$ cat config.mk
export PLATFORM = sky130hd
export DESIGN_NAME = instr_decode_queue
export DESIGN_NICKNAME = d
export VERILOG_FILES = /design/src/rtl/instr_decode_queue.sv
export SDC_FILE = /design/constraint.sdc
export NUM_CORES = 1
export LEC_CHECK = 0
export BUFFER_PORTS_ARGS = -buffer_cell sky130_fd_sc_hd__buf_4
export CAP_MARGIN = 20
export CORE_UTILIZATION = 53
export CTS_BUF_LIST = sky130_fd_sc_hd__clkbuf_4 sky130_fd_sc_hd__clkbuf_8 sky130_fd_sc_hd__clkbuf_16
export DETAILED_ROUTE_END_ITERATION = 10
export PLACE_DENSITY = 0.76
export RECOVER_POWER = 25
export SETUP_SLACK_MARGIN = 0.2
export SKIP_CTS_REPAIR_TIMING = 1
export SLEW_MARGIN = 20
export SYNTH_ARGS = -nofsm -noshare
export SYNTH_HDL_FRONTEND = slang
export SYNTH_SLANG_ARGS = --single-unit
$ cat constraint.sdc
create_clock -name clk -period 5.25 [get_ports clk]
set_input_delay 0.7875 -clock clk [delete_from_list [all_inputs] [get_ports clk]]
set_output_delay 0.7875 -clock clk [all_outputs]
set_load 0.02 [all_outputs]
$ cat src/rtl/instr_decode_queue.sv
// Instruction queue between fetch and register-read. LEGv8 format and operand
// fields are decoded as each entry is written, so the head entry is presented fully decoded.
module instr_decode_queue #(
  parameter int DEPTH = 4,
  parameter int XLEN  = 64
) (
  input  logic                     clk,
  input  logic                     rst_n,
  input  logic                     flush,
  input  logic                     in_valid,
  output logic                     in_ready,
  input  logic [31:0]              in_instr,
  input  logic [XLEN-1:0]          in_pc,
  output logic                     out_valid,
  input  logic                     out_ready,
  output logic [2:0]               out_fmt,
  output logic [10:0]              out_opcode,
  output logic [4:0]               out_rd,
  output logic [4:0]               out_rn,
  output logic [4:0]               out_rm,
  output logic [5:0]               out_shamt,
  output logic [XLEN-1:0]          out_imm,
  output logic [XLEN-1:0]          out_pc,
  output logic [$clog2(DEPTH):0]   count
);

  localparam int AW = $clog2(DEPTH);
  localparam int CW = AW + 1;
  localparam logic [CW-1:0] FULL = CW'(DEPTH);

  localparam logic [2:0] FMT_R  = 3'd0;
  localparam logic [2:0] FMT_I  = 3'd1;
  localparam logic [2:0] FMT_D  = 3'd2;
  localparam logic [2:0] FMT_B  = 3'd3;
  localparam logic [2:0] FMT_CB = 3'd4;
  localparam logic [2:0] FMT_IW = 3'd5;

  typedef struct packed {
    logic [2:0]      fmt;
    logic [XLEN-1:0] imm;
  } dec_t;

  // Format checks run in priority order; the first match wins.
  function automatic dec_t decode_fields(input logic [31:0] instr);
    dec_t d;
    d.fmt = FMT_R;
    d.imm = '0;
    if (instr[31:26] == 6'b000101 || instr[31:26] == 6'b100101) begin
      d.fmt = FMT_B;
      d.imm = {{(XLEN-26){instr[25]}}, instr[25:0]};
    end else if (instr[31:24] == 8'b10110100 || instr[31:24] == 8'b10110101 ||
                 instr[31:24] == 8'b01010100) begin
      d.fmt = FMT_CB;
      d.imm = {{(XLEN-19){instr[23]}}, instr[23:5]};
    end else if (instr[31:23] == 9'b110100101 || instr[31:23] == 9'b111100101) begin
      d.fmt = FMT_IW;
      d.imm = {{(XLEN-16){1'b0}}, instr[20:5]} << {instr[22:21], 4'b0000};
    end else if (instr[31:22] == 10'b1001000100 || instr[31:22] == 10'b1011000100 ||
                 instr[31:22] == 10'b1101000100 || instr[31:22] == 10'b1111000100 ||
                 instr[31:22] == 10'b1001001000 || instr[31:22] == 10'b1111001000 ||
                 instr[31:22] == 10'b1011001000 || instr[31:22] == 10'b1101001000) begin
      d.fmt = FMT_I;
      d.imm = {{(XLEN-12){1'b0}}, instr[21:10]};
    end else if (instr[29:23] == 7'b1110000 && !instr[21]) begin
      d.fmt = FMT_D;
      d.imm = {{(XLEN-9){instr[20]}}, instr[20:12]};
    end
    return d;
  endfunction

  logic [31:0]     instr_q [DEPTH];
  logic [2:0]      fmt_q   [DEPTH];
  logic [XLEN-1:0] imm_q   [DEPTH];
  logic [XLEN-1:0] pc_q    [DEPTH];

  logic [AW-1:0] wr_ptr_q, wr_ptr_d;
  logic [AW-1:0] rd_ptr_q, rd_ptr_d;
  logic [CW-1:0] count_q, count_d;
  logic          push, pop;
  dec_t          dec_in;

  assign in_ready  = (count_q < FULL);
  assign out_valid = (count_q != '0);
  assign push      = in_valid && in_ready;
  assign pop       = out_valid && out_ready;
  assign dec_in    = decode_fields(in_instr);
  assign count     = count_q;

  always_comb begin
    wr_ptr_d = wr_ptr_q;
    rd_ptr_d = rd_ptr_q;
    count_d  = count_q;
    if (flush) begin
      wr_ptr_d = '0;
      rd_ptr_d = '0;
      count_d  = '0;
    end else begin
      if (push) wr_ptr_d = wr_ptr_q + AW'(1);
      if (pop)  rd_ptr_d = rd_ptr_q + AW'(1);
      if (push && !pop)      count_d = count_q + CW'(1);
      else if (pop && !push) count_d = count_q - CW'(1);
    end
  end

  always_ff @(posedge clk or negedge rst_n) begin
    if (!rst_n) begin
      wr_ptr_q <= '0;
      rd_ptr_q <= '0;
      count_q  <= '0;
    end else begin
      wr_ptr_q <= wr_ptr_d;
      rd_ptr_q <= rd_ptr_d;
      count_q  <= count_d;
    end
  end

  // Entry storage carries no reset; occupancy is tracked solely by count_q.
  always_ff @(posedge clk) begin
    if (push && !flush) begin
      instr_q[wr_ptr_q] <= in_instr;
      fmt_q[wr_ptr_q]   <= dec_in.fmt;
      imm_q[wr_ptr_q]   <= dec_in.imm;
      pc_q[wr_ptr_q]    <= in_pc;
    end
  end

  always_comb begin
    out_fmt    = '0;
    out_opcode = '0;
    out_rd     = '0;
    out_rn     = '0;
    out_rm     = '0;
    out_shamt  = '0;
    out_imm    = '0;
    out_pc     = '0;
    if (out_valid) begin
      out_fmt    = fmt_q[rd_ptr_q];
      out_opcode = instr_q[rd_ptr_q][31:21];
      out_rd     = instr_q[rd_ptr_q][4:0];
      out_rn     = instr_q[rd_ptr_q][9:5];
      out_rm     = instr_q[rd_ptr_q][20:16];
      out_shamt  = instr_q[rd_ptr_q][15:10];
      out_imm    = imm_q[rd_ptr_q];
      out_pc     = pc_q[rd_ptr_q];
    end
  end

endmodule

## After elaboration in Yosys (flattened, before gate mapping)

Memory sizes are Yosys's and may differ from the RTL's.
Cells that the tools add are included.

- Output and inout bits: 168
- Memories kept: 4
- Bits in writable memories: 652
- Bits of input ports: 101
- Word-level logic and storage cells: 76
- Register bits after elaboration: 7

Memory list:

| memory | depth | width | read ports | clocked after Yosys merged registers in | wr ports | RTL line | RTL |
|---|---|---|---|---|---|---|---|
| imm_q | 4 | 64 | 1 | 0 | 1 | 73 | `logic [XLEN-1:0] imm_q [DEPTH];` |
| pc_q | 4 | 64 | 1 | 0 | 1 | 74 | `logic [XLEN-1:0] pc_q [DEPTH];` |
| instr_q | 4 | 32 | 1 | 0 | 1 | 71 | `logic [31:0] instr_q [DEPTH];` |
| fmt_q | 4 | 3 | 1 | 0 | 1 | 72 | `logic [2:0] fmt_q [DEPTH];` |

- $lt $le $gt $ge: 1
- Reductions and logical operators: 25
- Add/subtract/negate cells: 4
- Mux-type cells: 22
- Equality and inequality tests: 16
- Shifts and indexed selects: 1

Operators with widths:

| cell | count |
|---|---|
| two-way mux 67 bit | 3 |
| two-way mux 66 bit | 2 |
| two-way mux 64 bit | 2 |
| equality test 10 bit, second input constant | 8 |
| << shifter 16 x 6 -> 64 bit | 1 |
| equality test 9 bit, second input constant | 2 |
| equality test 8 bit, second input constant | 2 |
| two-way mux 5 bit | 3 |
| two-way mux 3 bit | 4 |
| logical OR 1 bit | 11 |
| two-way mux 11 bit | 1 |
| equality test 8 x 7 -> 1 bit, second input constant | 1 |
| two-way mux 2 bit | 4 |
| equality test 7 bit, second input constant | 1 |
| equality test 6 x 3 -> 1 bit, second input constant | 1 |
| equality test 6 bit, second input constant | 1 |
| logical AND 1 bit | 6 |
| two-way mux 6 bit | 1 |
| nonzero test 3 bit | 2 |
| adder 2 x 1 -> 2 bit, second input constant | 2 |
| logical NOT 1 bit | 4 |
| nonzero test 2 bit | 2 |
| adder 3 x 1 -> 3 bit, second input constant | 1 |
| < comparator 3 bit, second input constant | 1 |
| other kinds (2) | 3 |

## Longest topological paths before layout

- Depth after elaboration: 12
- Gate-level depth with buffers: 9
- Gate-level depth less buffers: 8

## Worst setup path before layout

OpenSTA, ideal clock, no wires.

- Kind: in2reg
- Start point: input port flush
- End point: memory fmt_q[0][0] (enable)
- Data required time: 4.707 ns
- Cell stages on the path: 3
- Library setup time: 0.543 ns
- Slack: -0.111 ns
- Arrival time: 4.818 ns
- Buffers on the path: 1
- Path through: buf_6 -> nor2_1 -> and2_1

- Word-level cells in the longest chain between the ends: 4

RTL lines:

| what | RTL line | RTL |
|---|---|---|
| start: declaration | 9 | `input logic flush,` |
| logical NOT 1 bit | 119 | `if (push && !flush) begin` |
| logical AND 1 bit | 119 |  |
| two-way mux 1 bit | 119 |  |
| two-way mux 1 bit (implied by the code) | 121 | `fmt_q[wr_ptr_q] <= dec_in.fmt;` |
| end: declaration | 72 |  |

Every way passes these cells.

## Final worst setup path

- Start point: register rd_ptr_q[0]
- End point: output port out_imm[55]

- Word-level cells in the longest chain between the ends: 2

RTL lines:

| what | RTL line | RTL |
|---|---|---|
| start: declaration | 77 | `logic [AW-1:0] rd_ptr_q, rd_ptr_d;` |
| start signal: assignment | 112 | `rd_ptr_q <= rd_ptr_d;` |
| memory read (4 x 64 bit) | n/a |  |
| two-way mux 64 bit | 136 | `if (out_valid) begin` |
| end: declaration | 22 | `output logic [XLEN-1:0] out_imm,` |

Every way passes these cells.

==> metrics.md <==
| Metric | Value |
|---|---|
| Yosys warns | `0` |
| Pre-CTS WS | `1.58 ns` |
| Share of cells above drive strength 1 | `30.5%` |
| Placed Area | `28900 um2` |
| Die Y-Extent | `224 um` |
| Final hold vios | `0` |
| FF-to-FF setup slack | `2.53 ns` |
| Vias in the first global route | `13300` |
| First-pass GRT wire length | `83.7 mm` |
| DR vias | `13300` |
| Site Rows | `80` |
| Routed WL | `56.1 mm` |
| Grt met2 use | `35.2%` |
| Synth-to-Final Area Change | `17.9%` |
| Clock-pin slew on the worst setup and hold paths | `0.06 ns` |
| Critical path required time | `4.46 ns` |
| Tcrit/Tclk final | `70.3%` |
| Syn Area/Cell | `20.6 um2` |
| Async SR Flop Fraction | `1.06%` |
| ANT cells | `0` |
| Max VDD drop | `0.403 mV` |
| Crit start category | `register` |
| Critical Path AT | `2.90 ns` |
| CTS tree | `built` |
| Relative slew slack | `29.1%` |
| Post-route cell area | `30800 um2` |
| Library cells used by synthesis | `46` |
| Post-synthesis register bit count | `659` |
| Crit end category | `output pin` |
| Clk_lat worst skew | `0.59 ns` |
| Register area share after synthesis | `75.7%` |
| Die X | `224 um` |
| CTS root buf | `clkbuf_16` |
| Pins Over Slew Limit | `0` |
| Tot Pwr | `16.5 mW` |
| Total GRT Usage | `22.7%` |
| Clk sink count | `659` |
| Setup total negative slack | `0 ns` |
| Post-synth EDFFs | `652` |
| PwrDens | `536 nW/um2` |
| Setup ws final | `1.56 ns` |
| End of the critical path | `out_imm[55]` |
| Max Clk Rate | `271 MHz` |
| Reg2reg end | `count[2]` |
| GRT met1 Usage | `31.6%` |
| Crit Path Max Fanout | `30` |
| Pre-Repair DR Iteration Count | `7` |
| Fin crit period | `3.69 ns` |
| Wire per inst | `24.9 um` |
| Antenna Violating Nets Remaining | `0` |
| Outcome | `completed` |
| Initial antenna violation count | `5` |
| Port-buffer cells | `268` |
| Num CTS Buffers | `69` |
| Drt initial violations | `1272` |
| Worst flop-to-flop path startpoint | `count[2]` |
| Post-Syn Instances | `1265` |
| NumNets Final | `1655` |
| Measured slew at the worst slew-check pin | `1.06 ns` |
| Post-Syn Area | `26100 um2` |
| Crit Path Category | `register to output pin` |
| Layout Cells excl Fill | `2257` |
| Die area | `50100 um2` |
| Worst Setup SP | `rd_ptr_q[0]` |
| Final setup fails | `0` |
| DP Wirelength | `33.5 mm` |
| Pin count of the biggest net entering global routing | `108` |
| DRC | `0` |
| Inst Count DP | `2132` |
| HP Class | `input pin to register` |
| Synth Net Count | `1371` |
| GP Congestion | `0.806` |
| Gr ovfl total | `0` |
| GRT met3 Usage | `6.35%` |
| Max-cap viol count | `0` |
| Drt via density | `5.88` |
| Initial Utilization | `54.2%` |
| Final hold slack | `0.436 ns` |
| RSZ-0062 raised after global routing | `false` |
| I/O Pins | `269` |
| Main flop type after synthesis | `edfxtp_1` |
| FF-to-FF path depth | `8` |
| End-of-flow core utilization | `63.9%` |
| CTS HTree Levels | `3` |
| Layout Skew | `0.0150 ns` |
| Core area | `48100 um2` |
| Clock Path Buffers | `3` |
| Gr busiest metal | `met2` |
| Leak | `10.4 nW` |
## where the power goes
part           switching, mW  leakage, nW  internal, mW
Clock                   1.90         1.11          2.79
Sequential             0.195         5.99          6.17
Combinational           3.00         3.34          2.43
## critical path: stages, from the launching register on
cell and delay, ns:
dfrtp_4 0.86, buf_4 0.48, mux4_2 0.57, and2_1 0.22
buf_4 0.17
## registers in the layout (all words and copies together), names as in the netlist
name,flops
imm_q,256
pc_q,256
instr_q,128
fmt_q,12
count,3
rd_ptr_q,2
wr_ptr_q,2
## layout make-up
class,instances,area [um2]
timing repair buffer,293,1970
multi-input combinational,520,5990
tap,656,821
clock buffer,93,1980
fill,3276,17400
inverter,6,22.5
clock inverter,30,228
sequential,659,19800
## cells by family after synthesis
group,Yosys count,share of synthesized area [%]
AOI/OAI and AO/OA,112,3.02
muxes,163,14.1
xor gates and xnor gates,5,0.168
buffers and inverters,86,1.43
adders and majority gates,5,0.268
DFF,659,75.7
and+or+nand+nor,235,5.36
## cells in the final DEF (no fill, tap or decap), drive strengths merged, types with 3 or more instances in the layout
cell	netlist	layout
nor3	3	3
a21oi	12	12
mux4	163	163
clkbuf	49	187
nor2	22	22
buf	31	198
a221o	6	6
and2	169	169
xnor2	3	3
a32o	3	3
bufinv	0	3
nand2	24	24
a221oi	9	9
ha	4	4
o21ai	26	26
nor3b	3	3
clkinv	0	26
dfrtp	7	7
inv	6	6
edfxtp	652	652
a21o	50	50
## routing by layer
layer / part of all wire, % / vias up
li1: - / 5697
met1: 40 / 6904
met2: 49 / 553
met3: 8.6 / 107
met4: 2.4 / 10
met5: 0.11 / -
## cell usage after synthesis, types with 2 or more instances
library cell / number / area, um2
a21oi_1: 12 / 60.1
a21o_1: 49 / 368
nor2_1: 22 / 82.6
clkbuf_1: 48 / 180
nor3_1: 3 / 15.0
nand2_1: 24 / 90.1
mux4_2: 163 / 3670
a32o_1: 2 / 20.0
a221oi_1: 9 / 78.8
buf_1: 6 / 22.5
xnor2_1: 3 / 26.3
and2_1: 169 / 1060
nor3b_2: 2 / 25.0
o21ai_0: 26 / 130
dfrtp_1: 7 / 175
a221o_1: 6 / 60.1
ha_1: 4 / 50.1
buf_6: 3 / 33.8
inv_1: 6 / 22.5
buf_2: 22 / 110
xor2_1: 2 / 17.5
or3_1: 2 / 12.5
edfxtp_1: 652 / 19600
## worst min-delay path by stage
stage,from,to,slack (ns),cells after the start
finish,flush,rd_ptr_q[1],0.44,2
global route,flush,wr_ptr_q[0],0.42,2
CTS,rst_n,count[1],-0.02,1
detailed placement,rst_n,count[1],0.61,1
global placement,wr_ptr_q[0],wr_ptr_q[0],0.59,2
floorplan,rst_n,count[0],0.49,0
Note: power is estimated with default switching activity, not from simulation.
